### config.mk
export PLATFORM = sky130hd
export DESIGN_NAME = opb_register_ppc2simulink_bank
export DESIGN_NICKNAME = d
export VERILOG_FILES = /design/src/rtl/opb_pkg.sv /design/src/rtl/opb_slave_decode.sv /design/src/rtl/opb_register_ppc2simulink_bank.sv
export SDC_FILE = /design/constraint.sdc
export NUM_CORES = 1
export LEC_CHECK = 0
export ABC_AREA = 1
export ABC_CLOCK_PERIOD_IN_PS = 1650
export BUFFER_PORTS_ARGS = -buffer_cell sky130_fd_sc_hd__buf_4
export CORE_ASPECT_RATIO = 0.7
export CORE_UTILIZATION = 34
export DETAILED_ROUTE_END_ITERATION = 8
export SYNTH_ARGS = -nofsm -noshare
export SYNTH_HDL_FRONTEND = slang
export SYNTH_SLANG_ARGS = --single-unit
### constraint.sdc
create_clock -name OPB_Clk -period 1.65 [get_ports OPB_Clk]
set_input_delay 0.165 -clock OPB_Clk [delete_from_list [all_inputs] [get_ports OPB_Clk]]
set_output_delay 0.165 -clock OPB_Clk [all_outputs]
set_load 0.01 [all_outputs]
### src/rtl/opb_pkg.sv
// Shared OPB slave definitions: bus widths, transfer FSM states and the
// big-endian byte-enable merge used by register banks on this bus.
package opb_pkg;

    localparam int OPB_DWIDTH = 32;
    localparam int OPB_AWIDTH = 32;

    typedef enum logic {
        IDLE,
        ACK
    } opb_state_t;

    // be[0] covers the most significant byte (OPB big-endian lane order).
    function automatic logic [OPB_DWIDTH-1:0] be_merge(
        input logic [OPB_DWIDTH-1:0] old_val,
        input logic [OPB_DWIDTH-1:0] data,
        input logic [0:3]            be
    );
        logic [OPB_DWIDTH-1:0] mask;
        mask = {{8{be[0]}}, {8{be[1]}}, {8{be[2]}}, {8{be[3]}}};
        return (old_val & ~mask) | (data & mask);
    endfunction

endpackage

### src/rtl/opb_slave_decode.sv
// Address-window decode and IDLE/ACK handshake FSM for an OPB slave.
// req_rd/req_wr mark the cycle a transfer is accepted; ack follows one cycle later.
module opb_slave_decode
    import opb_pkg::*;
#(
    parameter int              AW        = OPB_AWIDTH,
    parameter logic [AW-1:0]   BASE_ADDR = '0,
    parameter logic [AW-1:0]   HIGH_ADDR = '1
) (
    input  logic          clk,
    input  logic          rst_n,
    input  logic [AW-1:0] addr,
    input  logic          select,
    input  logic          rnw,
    output logic          req_rd,
    output logic          req_wr,
    output logic [AW-3:0] index,
    output logic          ack
);

    opb_state_t    state;
    logic          in_win;
    logic          req;
    logic [AW-1:0] offset;
    logic          unused_low;

    assign in_win     = (addr >= BASE_ADDR) && (addr <= HIGH_ADDR);
    assign offset     = addr - BASE_ADDR;
    assign index      = offset[AW-1:2];
    assign unused_low = ^offset[1:0];

    // Only IDLE accepts, so a held select yields one ack per two cycles.
    assign req    = select && in_win && (state == IDLE);
    assign req_rd = req && rnw;
    assign req_wr = req && !rnw;

    always_ff @(posedge clk or negedge rst_n) begin
        if (!rst_n) begin
            state <= IDLE;
            ack   <= 1'b0;
        end else begin
            case (state)
                IDLE: begin
                    if (req) begin
                        state <= ACK;
                        ack   <= 1'b1;
                    end
                end
                ACK: begin
                    state <= IDLE;
                    ack   <= 1'b0;
                end
                default: begin
                    state <= IDLE;
                    ack   <= 1'b0;
                end
            endcase
        end
    end

endmodule

### src/rtl/opb_register_ppc2simulink_bank.sv
// OPB-writable control register bank: PPC writes land on user_data_out with a
// one-cycle user_update strobe per register; every register reads back.
module opb_register_ppc2simulink_bank
    import opb_pkg::*;
#(
    parameter logic [31:0] C_BASEADDR   = 32'h01090000,
    parameter logic [31:0] C_HIGHADDR   = 32'h010900FF,
    parameter int          C_OPB_AWIDTH = 32,
    parameter int          C_OPB_DWIDTH = 32,
    parameter int          NUM_REGS     = 4,
    parameter logic [31:0] INIT_VALUE   = 32'h00000000
) (
    input  logic                           OPB_Clk,
    input  logic                           OPB_Rst_n,
    input  logic [0:C_OPB_AWIDTH-1]        OPB_ABus,
    input  logic [0:3]                     OPB_BE,
    input  logic [0:OPB_DWIDTH-1]          OPB_DBus,
    input  logic                           OPB_RNW,
    input  logic                           OPB_select,
    input  logic                           OPB_seqAddr,
    output logic [0:OPB_DWIDTH-1]          Sl_DBus,
    output logic                           Sl_errAck,
    output logic                           Sl_retry,
    output logic                           Sl_toutSup,
    output logic                           Sl_xferAck,
    output logic [NUM_REGS*32-1:0]         user_data_out,
    output logic [NUM_REGS-1:0]            user_update
);

    localparam int IXW = C_OPB_AWIDTH - 2;
    localparam int IW  = (NUM_REGS > 1) ? $clog2(NUM_REGS) : 1;

    if (C_OPB_DWIDTH != OPB_DWIDTH) begin : g_bad_dwidth
        $error("opb_register_ppc2simulink_bank supports only a 32-bit OPB data bus");
    end

    logic                               req_rd;
    logic                               req_wr;
    logic [IXW-1:0]                     index;
    logic                               in_range;
    logic [IW-1:0]                      reg_idx;
    logic [NUM_REGS-1:0][OPB_DWIDTH-1:0] regs_q;
    logic                               unused_seq;

    assign unused_seq = OPB_seqAddr;

    opb_slave_decode #(
        .AW        (C_OPB_AWIDTH),
        .BASE_ADDR (C_BASEADDR[C_OPB_AWIDTH-1:0]),
        .HIGH_ADDR (C_HIGHADDR[C_OPB_AWIDTH-1:0])
    ) u_decode (
        .clk    (OPB_Clk),
        .rst_n  (OPB_Rst_n),
        .addr   (OPB_ABus),
        .select (OPB_select),
        .rnw    (OPB_RNW),
        .req_rd (req_rd),
        .req_wr (req_wr),
        .index  (index),
        .ack    (Sl_xferAck)
    );

    // In-window words past the last register ack but never touch the array.
    assign in_range = index < IXW'(NUM_REGS);
    assign reg_idx  = index[IW-1:0];

    always_ff @(posedge OPB_Clk or negedge OPB_Rst_n) begin
        if (!OPB_Rst_n) begin
            regs_q      <= {NUM_REGS{INIT_VALUE}};
            user_update <= '0;
            Sl_DBus     <= '0;
        end else begin
            user_update <= '0;
            Sl_DBus     <= '0;
            if (req_wr && in_range) begin
                regs_q[reg_idx]      <= be_merge(regs_q[reg_idx], OPB_DBus, OPB_BE);
                user_update[reg_idx] <= 1'b1;
            end
            if (req_rd && in_range) begin
                Sl_DBus <= regs_q[reg_idx];
            end
        end
    end

    assign user_data_out = regs_q;
    assign Sl_errAck     = 1'b0;
    assign Sl_retry      = 1'b0;
    assign Sl_toutSup    = 1'b0;

endmodule

==> flow_summary.toml <==
[sta]
finClkSkew_ps = 10.33
max_freq_mhz = 588.3
hold_viol_final = 0
finalCritPeriodShare = 1.030
setup_violations = 94
rsz0062_at_grt = "yes"
layout_setup_ws_ps = -49.84
drv_slew = 0
post-route-min-period_ps = 1700
fin_tns_setup_ps = -1542

[routing]
routed-via-count = 8473
drc = 0
viasPerCell = 5.208
wl_mm = 29.64
ant_nets = 0
routedWlPerCell_um = 18.22
drt_iter0_drc = 748
drtPass1Iterations = 5

[job]
drv_cap = 0

[synth]
synth.distinct_cells = 26
yosysMostFrequentCell = "nand2_1"
ys_seq_area_frac = 0.5046
yosys.area.top_type = "dfrtp_1"
ys_async_sr_fraction = 1.000
synthCells = 1005
yosys_most_used_dff = "dfrtp_1"
yosys-top-cells-area = "dfrtp_1 50%, nand2_1 17%, nand4_1 10%"
synth_top_area_share = 0.5046
ys_ff_latch = 166
ys_top_cells_by_count = "377 x nand2_1, 166 x dfrtp_1, 134 x nand4_1"
syn_area_um2 = 8233
postSynthAreaPerCell_um2 = 8.192
synth_enable_flop_cells = 0
yosysWarnings = 0

[status]
status = "finished with violations"
violations = "setup timing"

[die]
io_pins = 241
fp.dieW_um = 188.0
dieArea_um2 = 24850
core_um2 = 23700
start_util = 0.3474
die_y_um = 132.2
row_count = 47

[worst_setup_path]
cp_max_fo = 22
r2r_slack_ps = -50
max_stage_delay_ps = 370
required_ps = 1970
slowest_stage = "dfrtp_1"
worstPathCellList = "inv_2 -> nand4_1 -> nor2_1 -> nand4_1 -> nor2_4 -> buf_12 -> nand4_4 -> buf_12 -> nand2_1 -> nand2_1"
critPathKind = "register to register"
r2r_cells = 10
arrival_ps = 2020
rr_startpoint = "u_decode.state$_DFF_PN0_"
end_kind = "register"
critPathLaunchType = "register"
regToRegEndpoint = "user_data_out[92]$_DFFE_PN0P_"

[layout]
layout-drive-gt1-share = 0.3410
n_fill_cell = 2286
finalNetCount = 1369
area_growth_pct = 46.23

[global_route]
track_usage = 0.2290
grt_pass1_wl_mm = 44.59
grt_antenna_before_repair = 1
overflow = 0
grt_pass1_vias = 7839
grt_max_degree = 65

[clock_network]
cts_made_buffers = 17
cts_tree = "yes"
insertion_delay_ps = 440
clk_path_buf_depth = 2
cts_sinks = 166
cts_root_buf = "clkbuf_16"
cts_htree_levels = 4
clk_pin_slew_ps = 70

[place]
dp_slack_ps = -338.1
dp_hpwl_mm = 19.06
gp_congestion = 0.9000
io_buffers = 234

[power]
p_total_w = 0.009041
p_leak_nw = 6.414
pwr_density_cell_nw_per_um2 = 751.0
vdd_drop_max_uv = 716.4

[min_path]
hold_class = "input port to asynchronous set/reset pin"
-- per-layer routing --
metal  routed length [um]  vias to the layer above  global-route usage
met5                    0                        -                   0
met4                  420                        0             0.06233
met3                 2311                       24             0.05137
met2                12940                      370              0.3311
met1                13960                     4123              0.3412
li1                     -                     3956                   -
-- stage by stage --
stage | util | cells | hold WS [ps] | cell area, um^2
after floorplan | - | 1007 | -130.6 | 8240
after CTS | 0.4909 | 1617 | 193.5 | 11630
after detailed placement | 0.4614 | 1582 | 88.79 | 10940
after global placement | 0.4614 | 1582 | 90.15 | 10940
final | 0.5080 | 1627 | 205.7 | 12040
after global routing | 0.5080 | 1627 | 218.1 | 12040
-- how the worst max path moves through the flow --
stage / depth (start not counted) / start / slack [ps] / endpoint
2_1_floorplan: 13 / OPB_ABus[9] / 30 / user_data_out[103]$_DFFE_PN0P_
3_3_place_gp: 12 / OPB_ABus[15] / -300 / user_data_out[29]$_DFFE_PN0P_
3_5_place_dp: 12 / OPB_ABus[15] / -340 / user_data_out[71]$_DFFE_PN0P_
4_1_cts: 10 / u_decode.state$_DFF_PN0_ / -60 / user_data_out[92]$_DFFE_PN0P_
5_1_grt: 10 / u_decode.state$_DFF_PN0_ / -200 / user_data_out[87]$_DFFE_PN0P_
6_report: 10 / u_decode.state$_DFF_PN0_ / -50 / user_data_out[92]$_DFFE_PN0P_
-- cell usage in the layout (no fill, tap or decap), types with 2 or more instances in the layout --
cell type | synthesis | routed
nand2_1 | 377 | 369
buf_4 | 4 | 309
dfrtp_1 | 166 | 166
nand4_1 | 134 | 134
a22oi_1 | 54 | 54
inv_1 | 51 | 47
o21ai_0 | 32 | 32
nor2_4 | 1 | 29
nor2_1 | 58 | 24
clkbuf_16 | 0 | 22
buf_12 | 0 | 21
nand3_1 | 19 | 18
inv_2 | 8 | 11
buf_6 | 25 | 10
nand2_2 | 3 | 9
nor2_2 | 3 | 9
nor3_1 | 5 | 5
a21oi_1 | 5 | 5
clkinv_2 | 0 | 5
bufinv_16 | 0 | 4
nand4_2 | 4 | 3
conb_1 | 1 | 3
clkinvlp_4 | 0 | 3
o21ai_1 | 2 | 2
nand2_4 | 0 | 2
clkinv_4 | 0 | 2
-- power breakdown --
group / total (W) / switching, W / leakage [nW] / internal, W
Clock: 0.00422 / 0.00171 / 0.294 / 0.00251
Sequential: 0.00407 / 0.000000809 / 2.32 / 0.00407
Combinational: 0.000751 / 0.000442 / 3.80 / 0.000309
Total: 0.00904 / 0.00215 / 6.41 / 0.00689
-- what timing repair did --
action / CTS / global route
pin swaps: 1 / 4
setup buffers: 2 / 3
hold buffers: 1 / 0
endpoints found under the hold margin: 37 / 0
resized for setup: 15 / 68
setup endpoints to repair: 129 / 164
cloned: 1 / 7
-- area by class of cell --
type,count,area (um^2),share of cell area
inverters,59,224.0,0.01860
repair buffers,348,3030,0.2517
diodes,1,2.502,0.0002079
multi-input cells,704,3620,0.3007
well taps,318,397.9,0.03305
clock buffers,17,425.4,0.03534
flip-flops and latches,166,4154,0.3450
clock inverters,14,185.2,0.01538
-- kinds of logic after synthesis --
kind of cell | count (synthesis) | synth area share
AO/OA/AOI/OAI | 94 | 0.07386
buffers and inverters | 137 | 0.09027
AND/OR/NAND/NOR | 607 | 0.3309
flip-flops | 166 | 0.5046
other | 1 | 0.0004555
-- sequential cells by signal (all words and copies together) (netlist names) --
| register | count |
|---|---|
| Sl_DBus | 32 |
| user_update | 4 |
| u_decode.state | 1 |
| user_data_out | 128 |
| u_decode.ack | 1 |
-- critical path: cells and delay by family, from the launching register on --
family        cells  cell delay (ps)
simple gates      7              770
flops             1              370
buf+inv           3              430
No activity file was read; power rests on OpenSTA's default activity.
